**src/rtl/rv32i_pkg.sv**
```systemverilog
// Shared RV32I core definitions: widths, reset PC default and the
// fetch sequencer state encoding.
package rv32i_pkg;

    localparam int XLEN = 32;
    localparam int ILEN = 32;

    localparam logic [XLEN-1:0] RESET_PC_DEFAULT = 32'h0000_0000;

    typedef enum logic [2:0] {
        ST_RST,
        ST_REQ,
        ST_WAIT,
        ST_EXEC,
        ST_TRAP
    } fetch_state_t;

endpackage

```
**src/rtl/pc_next_sel.sv**
```systemverilog
// Next-PC priority mux: jalr > jal > taken branch > sequential.
// Ports:
//   pc, imm, alu_result             : operands
//   is_jalr, is_jal, is_branch      : control class of held instruction
//   exe_branch                      : ALU branch-taken verdict
//   misaligned (PC_MISALIGN_TRAP_EN): target has nonzero [1:0]
//   next_pc                         : selected target; without the trap
//                                     build its low two bits are cleared
module pc_next_sel
    import rv32i_pkg::*;
(
    input  logic [XLEN-1:0] pc,
    input  logic [XLEN-1:0] imm,
    input  logic [XLEN-1:0] alu_result,
    input  logic            is_jalr,
    input  logic            is_jal,
    input  logic            is_branch,
    input  logic            exe_branch,
`ifdef PC_MISALIGN_TRAP_EN
    output logic            misaligned,
`endif
    output logic [XLEN-1:0] next_pc
);

    logic [XLEN-1:0] target;

    // Several class bits may be set together; the if-chain order is the
    // priority, so no error is raised for overlapping classes.
    always_comb begin
        target = pc + 32'd4;
        if (is_jalr) begin
            target = alu_result & ~32'h1;
        end else if (is_jal) begin
            target = pc + imm;
        end else if (is_branch && exe_branch) begin
            target = pc + imm;
        end
    end

`ifdef PC_MISALIGN_TRAP_EN
    assign misaligned = |target[1:0];
    assign next_pc    = target;
`else
    assign next_pc    = target & ~32'h3;
`endif

endmodule

```
**src/rtl/pc_fetch_unit.sv**
```systemverilog
// PC holder and instruction-fetch sequencer (RST/REQ/WAIT/EXEC[/TRAP]).
// Ports:
//   clk, reset (sync, active-high)
//   imem_req_valid/ready/addr : fetch request handshake
//   imem_rsp_valid/data       : fetch response (honoured only in WAIT)
//   instr, instr_valid, pc, pc_plus4 : held instruction for the datapath
//   is_branch/is_jal/is_jalr, exe_branch, imm, alu_result, retire
//   trap, trap_pc             : sticky misaligned-target trap
// Build option PC_MISALIGN_TRAP_EN: misaligned next PC traps instead of
// having its low two bits cleared; trap/trap_pc are tied 0 otherwise.
module pc_fetch_unit
    import rv32i_pkg::*;
#(
    parameter logic [XLEN-1:0] RESET_PC = RESET_PC_DEFAULT
) (
    input  logic            clk,
    input  logic            reset,
    output logic            imem_req_valid,
    output logic [XLEN-1:0] imem_req_addr,
    input  logic            imem_req_ready,
    input  logic            imem_rsp_valid,
    input  logic [ILEN-1:0] imem_rsp_data,
    output logic [ILEN-1:0] instr,
    output logic            instr_valid,
    output logic [XLEN-1:0] pc,
    output logic [XLEN-1:0] pc_plus4,
    input  logic            is_branch,
    input  logic            is_jal,
    input  logic            is_jalr,
    input  logic            exe_branch,
    input  logic [XLEN-1:0] imm,
    input  logic [XLEN-1:0] alu_result,
    input  logic            retire,
    output logic            trap,
    output logic [XLEN-1:0] trap_pc
);

    fetch_state_t    state;
    fetch_state_t    state_nx;
    logic [XLEN-1:0] pc_q;
    logic [ILEN-1:0] instr_q;
    logic [XLEN-1:0] next_pc;
    logic            take;
    logic            bad;

    pc_next_sel u_sel (
        .pc         (pc_q),
        .imm        (imm),
        .alu_result (alu_result),
        .is_jalr    (is_jalr),
        .is_jal     (is_jal),
        .is_branch  (is_branch),
        .exe_branch (exe_branch),
`ifdef PC_MISALIGN_TRAP_EN
        .misaligned (bad),
`endif
        .next_pc    (next_pc)
    );

`ifndef PC_MISALIGN_TRAP_EN
    assign bad = 1'b0;
`endif

    assign take = (state == ST_EXEC) && retire;

    always_comb begin
        state_nx       = state;
        imem_req_valid = 1'b0;
        imem_req_addr  = pc_q;
        instr_valid    = 1'b0;
        unique case (state)
            ST_RST: begin
                imem_req_addr = '0;
                state_nx      = ST_REQ;
            end
            ST_REQ: begin
                imem_req_valid = 1'b1;
                if (imem_req_ready) state_nx = ST_WAIT;
            end
            ST_WAIT: begin
                if (imem_rsp_valid) state_nx = ST_EXEC;
            end
            ST_EXEC: begin
                instr_valid = 1'b1;
                if (retire) state_nx = bad ? ST_TRAP : ST_REQ;
            end
`ifdef PC_MISALIGN_TRAP_EN
            ST_TRAP: begin
                state_nx = ST_TRAP;
            end
`endif
            default: begin
                state_nx = ST_RST;
            end
        endcase
    end

    always_ff @(posedge clk) begin
        if (reset) begin
            state   <= ST_RST;
            pc_q    <= RESET_PC;
            instr_q <= '0;
        end else begin
            state <= state_nx;
            if (state == ST_WAIT && imem_rsp_valid) instr_q <= imem_rsp_data;
            if (take && !bad) pc_q <= next_pc;
        end
    end

`ifdef PC_MISALIGN_TRAP_EN
    logic            trap_q;
    logic [XLEN-1:0] trap_pc_q;

    always_ff @(posedge clk) begin
        if (reset) begin
            trap_q    <= 1'b0;
            trap_pc_q <= '0;
        end else if (take && bad) begin
            trap_q    <= 1'b1;
            trap_pc_q <= next_pc;
        end
    end

    assign trap    = trap_q;
    assign trap_pc = trap_pc_q;
`else
    assign trap    = 1'b0;
    assign trap_pc = '0;
`endif

    assign instr    = instr_q;
    assign pc       = pc_q;
    assign pc_plus4 = pc_q + 32'd4;

endmodule

```
**config.mk**
```make
export PLATFORM = sky130hd
export DESIGN_NAME = pc_fetch_unit
export DESIGN_NICKNAME = d
export VERILOG_FILES = /design/src/rtl/rv32i_pkg.sv /design/src/rtl/pc_next_sel.sv /design/src/rtl/pc_fetch_unit.sv
export SDC_FILE = /design/constraint.sdc
export NUM_CORES = 1
export LEC_CHECK = 0
export BUFFER_PORTS_ARGS = -buffer_cell sky130_fd_sc_hd__clkbuf_2
export CAP_MARGIN = 0
export CORE_MARGIN = 8
export CORE_UTILIZATION = 45
export CTS_CLUSTER_SIZE = 30
export DETAILED_ROUTE_END_ITERATION = 8
export PLACE_DENSITY_LB_ADDON = 0.08
export SYNTH_ARGS = -nofsm -noshare
export SYNTH_HDL_FRONTEND = slang
export SYNTH_HIERARCHICAL = 1
export SYNTH_SLANG_ARGS = --single-unit
```
**constraint.sdc**
```tcl
create_clock -name clk -period 4.6 [get_ports clk]
set_input_delay 0.23 -clock clk [delete_from_list [all_inputs] [get_ports clk]]
set_output_delay 0.23 -clock clk [all_outputs]
set_load 0.03 [all_outputs]
```
# After elaboration in Yosys (flattened, before gate mapping)
# Index checks and enable logic that the tools add are counted.
# word_totals
reg_bits	65
latchBits	0
mem_bits_rw	0
mem_bits_ro	0
input_bits	105
out_inout_bits	163
wordCells	26
mem_count	0
# op_classes
add_sub_neg	2
multipliers	0
n_div	0
order_cmp	0
n_eq_ne	6
n_shift	0
mux	10
bitwise	0
n_reduce_logical	5
# ops
op	count
$mux 32	4
$add 32x3->32 const B	1
$add 32x32->32	1
$pmux 3 s4	1
$mux 3	3
$eq 3x2->1 const B	2
$ne 2x2->1 const B	3
$eq 3x1->1 const B	1
$logic_and 1x1->1	3
$logic_not 3->1	1
$reduce_and 3->1	1
$mux 1	2

# Depth between registers and ports, before layout
# logic_depth
depth_word	4
mapped_depth	12
mapped_depth_nobuf	11

# Cells and area by module
# The synthesis kept the hierarchy.
# by_module_without_submodules
module	instances	cells_each	area_per_inst_um2	seq_area_each_um2
pc_fetch_unit	1	459	3505.9	1321.3
pc_next_sel	1	422	2831.5	0.0

# Worst setup path after synthesis
# OpenSTA, ideal clock, no wires.
# synth_timing
path_type	register -> register
from	register pc_q[7] (netlist: pc[7])
to	register pc_q[25] (netlist: pc[25])
setup_time_ps	70
t_arrival_ps	2943
t_required_ps	4530
setup_slack_ps	1587
stages_incl_launch_ff	12
path_buffers	0
synth_period_minus_slack_ps	3013
cell_sequence	dfxtp_1 ha_1 and3_4 and3_4 a221oi_4 a211oi_4 or3_1 a311o_1 xnor2_1 o221ai_1 nand2_1 a21oi_1
# synth_between
elab_chain_len	4
elab_cells_between_ends	5
cone_classes	add/sub: 2; mux: 3
# synth_lines
element	line	text
start, declared	pc_fetch_unit.sv:40	logic [XLEN-1:0] pc_q;
start signal, assigned	pc_fetch_unit.sv:106	if (take && !bad) pc_q <= next_pc;
$add 32x3->32 / $add 32x32->32 (equally long branches)	pc_next_sel.sv:30, pc_next_sel.sv:34, pc_next_sel.sv:36	
$mux 32	pc_next_sel.sv:35	end else if (is_branch && exe_branch) begin
$mux 32 *	pc_next_sel.sv:33	end else if (is_jal) begin
$mux 32 *	pc_next_sel.sv:31	if (is_jalr) begin
via next_pc[25]	pc_fetch_unit.sv:42	logic [XLEN-1:0] next_pc;
# The timed path passes the listed nets; every way through them passes the cells marked *.
# A chain may end at the register's enable or synchronous reset.

# Worst setup path after layout
# layout_timing
from	register pc_q[2] (netlist: pc[2])
to	register pc_q[30] (netlist: pc[30])
# Same word-level chain as after synthesis.

==> impl_metrics.prom <==
# TYPE chip_impl_metric gauge
chip_impl_metric{name="report.final.hold_viol_count",unit=""} 0
chip_impl_metric{name="yosysWarningCount",unit=""} 6
chip_impl_info{name="timing.hold.worst.start",value="imem_rsp_data[24]"} 1
chip_impl_info{name="regToRegStartpoint",value="pc[2]$_SDFFE_PP0P_"} 1
chip_impl_metric{name="number_of_global_route_vias_before_repair",unit=""} 6427
chip_impl_metric{name="grt_antenna_before_repair",unit=""} 0
chip_impl_metric{name="power.leakage",unit="nW"} 3.69
chip_impl_info{name="critical_path.top_delay_family",value="compound AO/OA/AOI/OAI gates"} 1
chip_impl_metric{name="layout.nets",unit=""} 1227
chip_impl_metric{name="clock_tree.buffer_depth",unit=""} 2
chip_impl_metric{name="drt_first_iter_violations",unit=""} 364
chip_impl_metric{name="cts_hold_repair.buffers",unit=""} 0
chip_impl_metric{name="r2r_cells",unit=""} 11
chip_impl_metric{name="die_width",unit="µm"} 135
chip_impl_metric{name="synthArstFlopShare",unit=""} 0
chip_impl_metric{name="worstPathBufferInverterCount",unit=""} 0
chip_impl_metric{name="clk-insertion-delay-late",unit="ns"} 0.33
chip_impl_info{name="timing.critical_path.cells",value="ha_1, o21ai_2, a221oi_2, a2111oi_2, nor4_2, a21oi_1, o31ai_1, nor4_1, nor3_1, nand2_1, a21oi_1"} 1
chip_impl_metric{name="ys_types",unit=""} 72
chip_impl_metric{name="power_per_cell_area",unit="nW/µm²"} 297
chip_impl_metric{name="floorplan.rows",unit=""} 43
chip_impl_metric{name="post-route-period-util",unit=""} 0.710
chip_impl_metric{name="synth_fa_ha_area_frac",unit=""} 0.0711
chip_impl_info{name="worstSetupStartpoint",value="pc[2]$_SDFFE_PP0P_"} 1
chip_impl_metric{name="post_cts.repair.setup_buffers",unit=""} 0
chip_impl_info{name="outcome",value="finished, final reports clean"} 1
chip_impl_info{name="tritoncts",value="done"} 1
chip_impl_metric{name="yosysTopAreaCellShare",unit=""} 0.208
chip_impl_metric{name="tns",unit="ns"} 0
chip_impl_metric{name="grt_start_max_net_pins",unit=""} 67
chip_impl_metric{name="cts_made_buffers",unit=""} 9
chip_impl_metric{name="final_setup_violation_count",unit=""} 0
chip_impl_metric{name="synth-xor-area-share",unit=""} 0.104
chip_impl_metric{name="critical_path.max_stage_delay",unit="ns"} 0.58
chip_impl_metric{name="finish.instance_area",unit="µm²"} 7800
chip_impl_info{name="crit_end_category",value="register"} 1
chip_impl_metric{name="worst_clock_skew",unit="ns"} 0.00355
chip_impl_metric{name="cts.reportedPaths.clkPinSlew",unit="ns"} 0.06
chip_impl_metric{name="num_antenna_cells",unit=""} 0
chip_impl_metric{name="layoutNonFillerInstCount",unit=""} 1271
chip_impl_metric{name="crit_fanout",unit=""} 11
chip_impl_info{name="synth_top_family_by_area",value="simple AND/OR/NAND/NOR gates"} 1
chip_impl_metric{name="number_of_enable_type_register_cells_in_the_synthesized_netlist",unit=""} 0
chip_impl_metric{name="area_fraction_in_and_or_nand_and_nor_cells_after_synthesis",unit=""} 0.295
chip_impl_metric{name="maximum_frequency_from_static_timing_analysis",unit="MHz"} 306
chip_impl_info{name="timing_worst_setup_path_type",value="register to register"} 1
chip_impl_metric{name="syn_area",unit="µm²"} 6340
chip_impl_info{name="cp_slowest_cell",value="sky130_fd_sc_hd__dfxtp_1"} 1
chip_impl_metric{name="fp.dieH",unit="µm"} 135
chip_impl_metric{name="globalRouteTotalUtil",unit=""} 0.234
chip_impl_metric{name="antenna_violating_nets_post_route",unit=""} 0
chip_impl_metric{name="ys_ff_latch",unit=""} 66
chip_impl_metric{name="drtPass1Iterations",unit=""} 5
chip_impl_metric{name="reg2reg_slack",unit="ns"} 1.33
chip_impl_metric{name="maxCapViolations",unit=""} 0
chip_impl_info{name="path_type_of_the_worst_min_delay_path",value="primary input to register"} 1
chip_impl_info{name="min_to",value="instr[24]$_SDFFE_PP0P_"} 1
chip_impl_metric{name="grt_pass1_wl",unit="µm"} 34500
chip_impl_metric{name="routed_wl",unit="µm"} 22000
chip_impl_info{name="end_of_the_worst_register_to_register_path",value="pc[30]$_SDFFE_PP0P_"} 1
chip_impl_info{name="cts.root.buffer_cell",value="sky130_fd_sc_hd__clkbuf_16"} 1
chip_impl_metric{name="hold_path_stages",unit=""} 3
chip_impl_metric{name="synth.area.mux_share",unit=""} 0.00849
chip_impl_metric{name="syn_avg_cell_area",unit="µm²"} 7.19
chip_impl_info{name="synth_area_leaders",value="sky130_fd_sc_hd__dfxtp_1 21%, sky130_fd_sc_hd__nand2_1 11%, sky130_fd_sc_hd__a21oi_1 8.0%, sky130_fd_sc_hd__ha_1 7.1%, sky130_fd_sc_hd__xnor2_1 5.3%"} 1
chip_impl_metric{name="routabilityCongestion",unit=""} 0.935
chip_impl_metric{name="timing.max_slew.rel_slack",unit=""} 0.241
chip_impl_metric{name="starting_density_of_the_core",unit=""} 0.458
chip_impl_metric{name="depth_of_the_cts_h_tree",unit=""} 3
chip_impl_metric{name="dr_total_vias",unit=""} 6751
chip_impl_metric{name="dpl-instance-area",unit="µm²"} 7450
chip_impl_metric{name="top_level_ports",unit=""} 268
chip_impl_info{name="rsz0062_at_grt",value="false"} 1
chip_impl_metric{name="minimum_setup_slack_in_the_final_design",unit="ns"} 1.33
chip_impl_metric{name="cts_sinks",unit=""} 66
chip_impl_metric{name="post_synth_inst_count",unit=""} 881
chip_impl_metric{name="area_growth_syn_to_layout",unit="%"} 23.1
chip_impl_info{name="dominantRegCellSynth",value="sky130_fd_sc_hd__dfxtp_1"} 1
chip_impl_metric{name="post_route_cells_drive_above_1_share",unit=""} 0.278
chip_impl_metric{name="vias_per_cell",unit=""} 5.31
chip_impl_metric{name="final-max-slew-violation-count",unit=""} 0
chip_impl_metric{name="ys_seq_area_frac",unit=""} 0.208
chip_impl_metric{name="crit_required",unit="ns"} 4.86
chip_impl_metric{name="place_worst_setup_slack",unit="ns"} 1.39
chip_impl_metric{name="worst_ep_arrival_time",unit="ns"} 3.53
chip_impl_info{name="yosysTopAreaCell",value="sky130_fd_sc_hd__dfxtp_1"} 1
chip_impl_metric{name="synth-compound-area-share",unit=""} 0.217
chip_impl_metric{name="max_slew.worst_pin.slew",unit="ns"} 1.14
chip_impl_info{name="timing.critical_path.mode_cell",value="sky130_fd_sc_hd__a21oi_1"} 1
chip_impl_metric{name="grt.overflow.total",unit=""} 0
chip_impl_metric{name="ctsResizeCount",unit=""} 0
chip_impl_info{name="setup.worst_path.start_class",value="register"} 1
chip_impl_metric{name="place_hpwl",unit="µm"} 17200
chip_impl_metric{name="place_inst",unit=""} 1255
chip_impl_metric{name="fillerInstances",unit=""} 1447
chip_impl_metric{name="timing.final.crit_period",unit="ns"} 3.27
chip_impl_metric{name="drc",unit=""} 0
chip_impl_metric{name="core_footprint",unit="µm²"} 13800
chip_impl_metric{name="post_drt_wl_per_cell",unit="µm"} 17.3
chip_impl_metric{name="vdd.ir_drop.worst",unit="mV"} 0.284
chip_impl_metric{name="numPortBuffers",unit=""} 232
chip_impl_metric{name="dieArea",unit="µm²"} 18100
## how the worst max path moves through the flow
stage / end / depth (start not counted)
floorplan: pc[25]$_SDFFE_PP0P_ / 11
global placement: pc[25]$_SDFFE_PP0P_ / 11
detailed placement: pc[27]$_SDFFE_PP0P_ / 11
CTS: pc[25]$_SDFFE_PP0P_ / 11
global route: pc[30]$_SDFFE_PP0P_ / 11
finish: pc[30]$_SDFFE_PP0P_ / 11
## layer usage
metal  wire (µm)  GRT usage  up-vias  part of all wire
met2        9590      0.358      294              0.43
met4         347     0.0605        0             0.016
li1            -          -     3389                 -
met1        9540      0.302     3041              0.43
met3        2570     0.0892       27              0.12
met5           0          0        -                 0
## metrics by stage
stage	power, mW	hold slack (ns)	util
6_report	2.32	0.112	0.564
5_1_grt	2.44	0.115	0.564
4_1_cts	2.33	0.105	0.564
3_5_place_dp	1.52	0.445	0.539
3_3_place_gp	1.51	0.442	0.539
2_1_floorplan	1.30	0.366	-
## layout by cell type (no fill, tap or decap), types with 7 or more instances in the layout
| cell | instances |
|---|---|
| sky130_fd_sc_hd__xor2_1 | 37 |
| sky130_fd_sc_hd__buf_4 | 14 |
| sky130_fd_sc_hd__xnor2_1 | 38 |
| sky130_fd_sc_hd__nor3_1 | 8 |
| sky130_fd_sc_hd__o21a_1 | 13 |
| sky130_fd_sc_hd__a31oi_1 | 8 |
| sky130_fd_sc_hd__clkbuf_16 | 9 |
| sky130_fd_sc_hd__nand2_1 | 193 |
| sky130_fd_sc_hd__ha_1 | 36 |
| sky130_fd_sc_hd__and4_1 | 8 |
| sky130_fd_sc_hd__conb_1 | 35 |
| sky130_fd_sc_hd__a21o_1 | 14 |
| sky130_fd_sc_hd__nor2_1 | 52 |
| sky130_fd_sc_hd__nor3_2 | 7 |
| sky130_fd_sc_hd__o221ai_1 | 8 |
| sky130_fd_sc_hd__and3_1 | 9 |
| sky130_fd_sc_hd__nor4_4 | 7 |
| sky130_fd_sc_hd__nor2b_1 | 26 |
| sky130_fd_sc_hd__inv_1 | 26 |
| sky130_fd_sc_hd__dfxtp_1 | 66 |
| sky130_fd_sc_hd__o21ai_0 | 21 |
| sky130_fd_sc_hd__nand4_1 | 13 |
| sky130_fd_sc_hd__clkbuf_2 | 232 |
| sky130_fd_sc_hd__a211oi_1 | 7 |
| sky130_fd_sc_hd__o22ai_1 | 7 |
| sky130_fd_sc_hd__nand3_1 | 20 |
| sky130_fd_sc_hd__a21oi_1 | 101 |
## where the power goes
| part | total, mW | switching [mW] | internal (mW) |
|---|---|---|---|
| sequential | 0.680 | 0.0589 | 0.621 |
| clock | 0.811 | 0.276 | 0.535 |
| combinational | 0.828 | 0.574 | 0.254 |
| total | 2.32 | 0.909 | 1.41 |
## Yosys cell counts, types with 14 or more instances
cell type,n
sky130_fd_sc_hd__nand2_1,193
sky130_fd_sc_hd__dfxtp_1,66
sky130_fd_sc_hd__nand3_1,20
sky130_fd_sc_hd__nor2b_1,26
sky130_fd_sc_hd__ha_1,36
sky130_fd_sc_hd__clkbuf_1,32
sky130_fd_sc_hd__nor2_1,52
sky130_fd_sc_hd__inv_1,26
sky130_fd_sc_hd__o21ai_0,21
sky130_fd_sc_hd__a21o_1,14
sky130_fd_sc_hd__buf_4,40
sky130_fd_sc_hd__a21oi_1,101
sky130_fd_sc_hd__xnor2_1,38
sky130_fd_sc_hd__xor2_1,37
## sequential cells by signal, indices dropped and copies added (netlist names)
register	count
state	2
instr	32
pc	32
## cell families (layout without fill, tap and decap cells)
family,Yosys count,after routing
simple gates,371,371
fa+ha+maj,36,36
compound gates,213,213
mux,5,5
flops,66,66
other cells,2,35
buf+inv,113,290
xor+xnor,75,75
## layout make-up
class                      instances  area (µm²)  area share
multi-input combinational        735        4540       0.581
sequential                        66        1320       0.169
timing repair buffer             246        1270       0.162
clock buffer                       9         225      0.0289
tap                              180         225      0.0289
clock inverter                     7         124      0.0159
inverter                          28         105      0.0135
## worst register-to-register path: cells and delay by family, from the launching register on
family,cells,cell delay [ns]
AOI/OAI and AO/OA,6,1.50
and+or+nand+nor,4,0.82
DFF,1,0.58
adders and majority gates,1,0.30
Note: power is estimated with default switching activity, not from simulation.
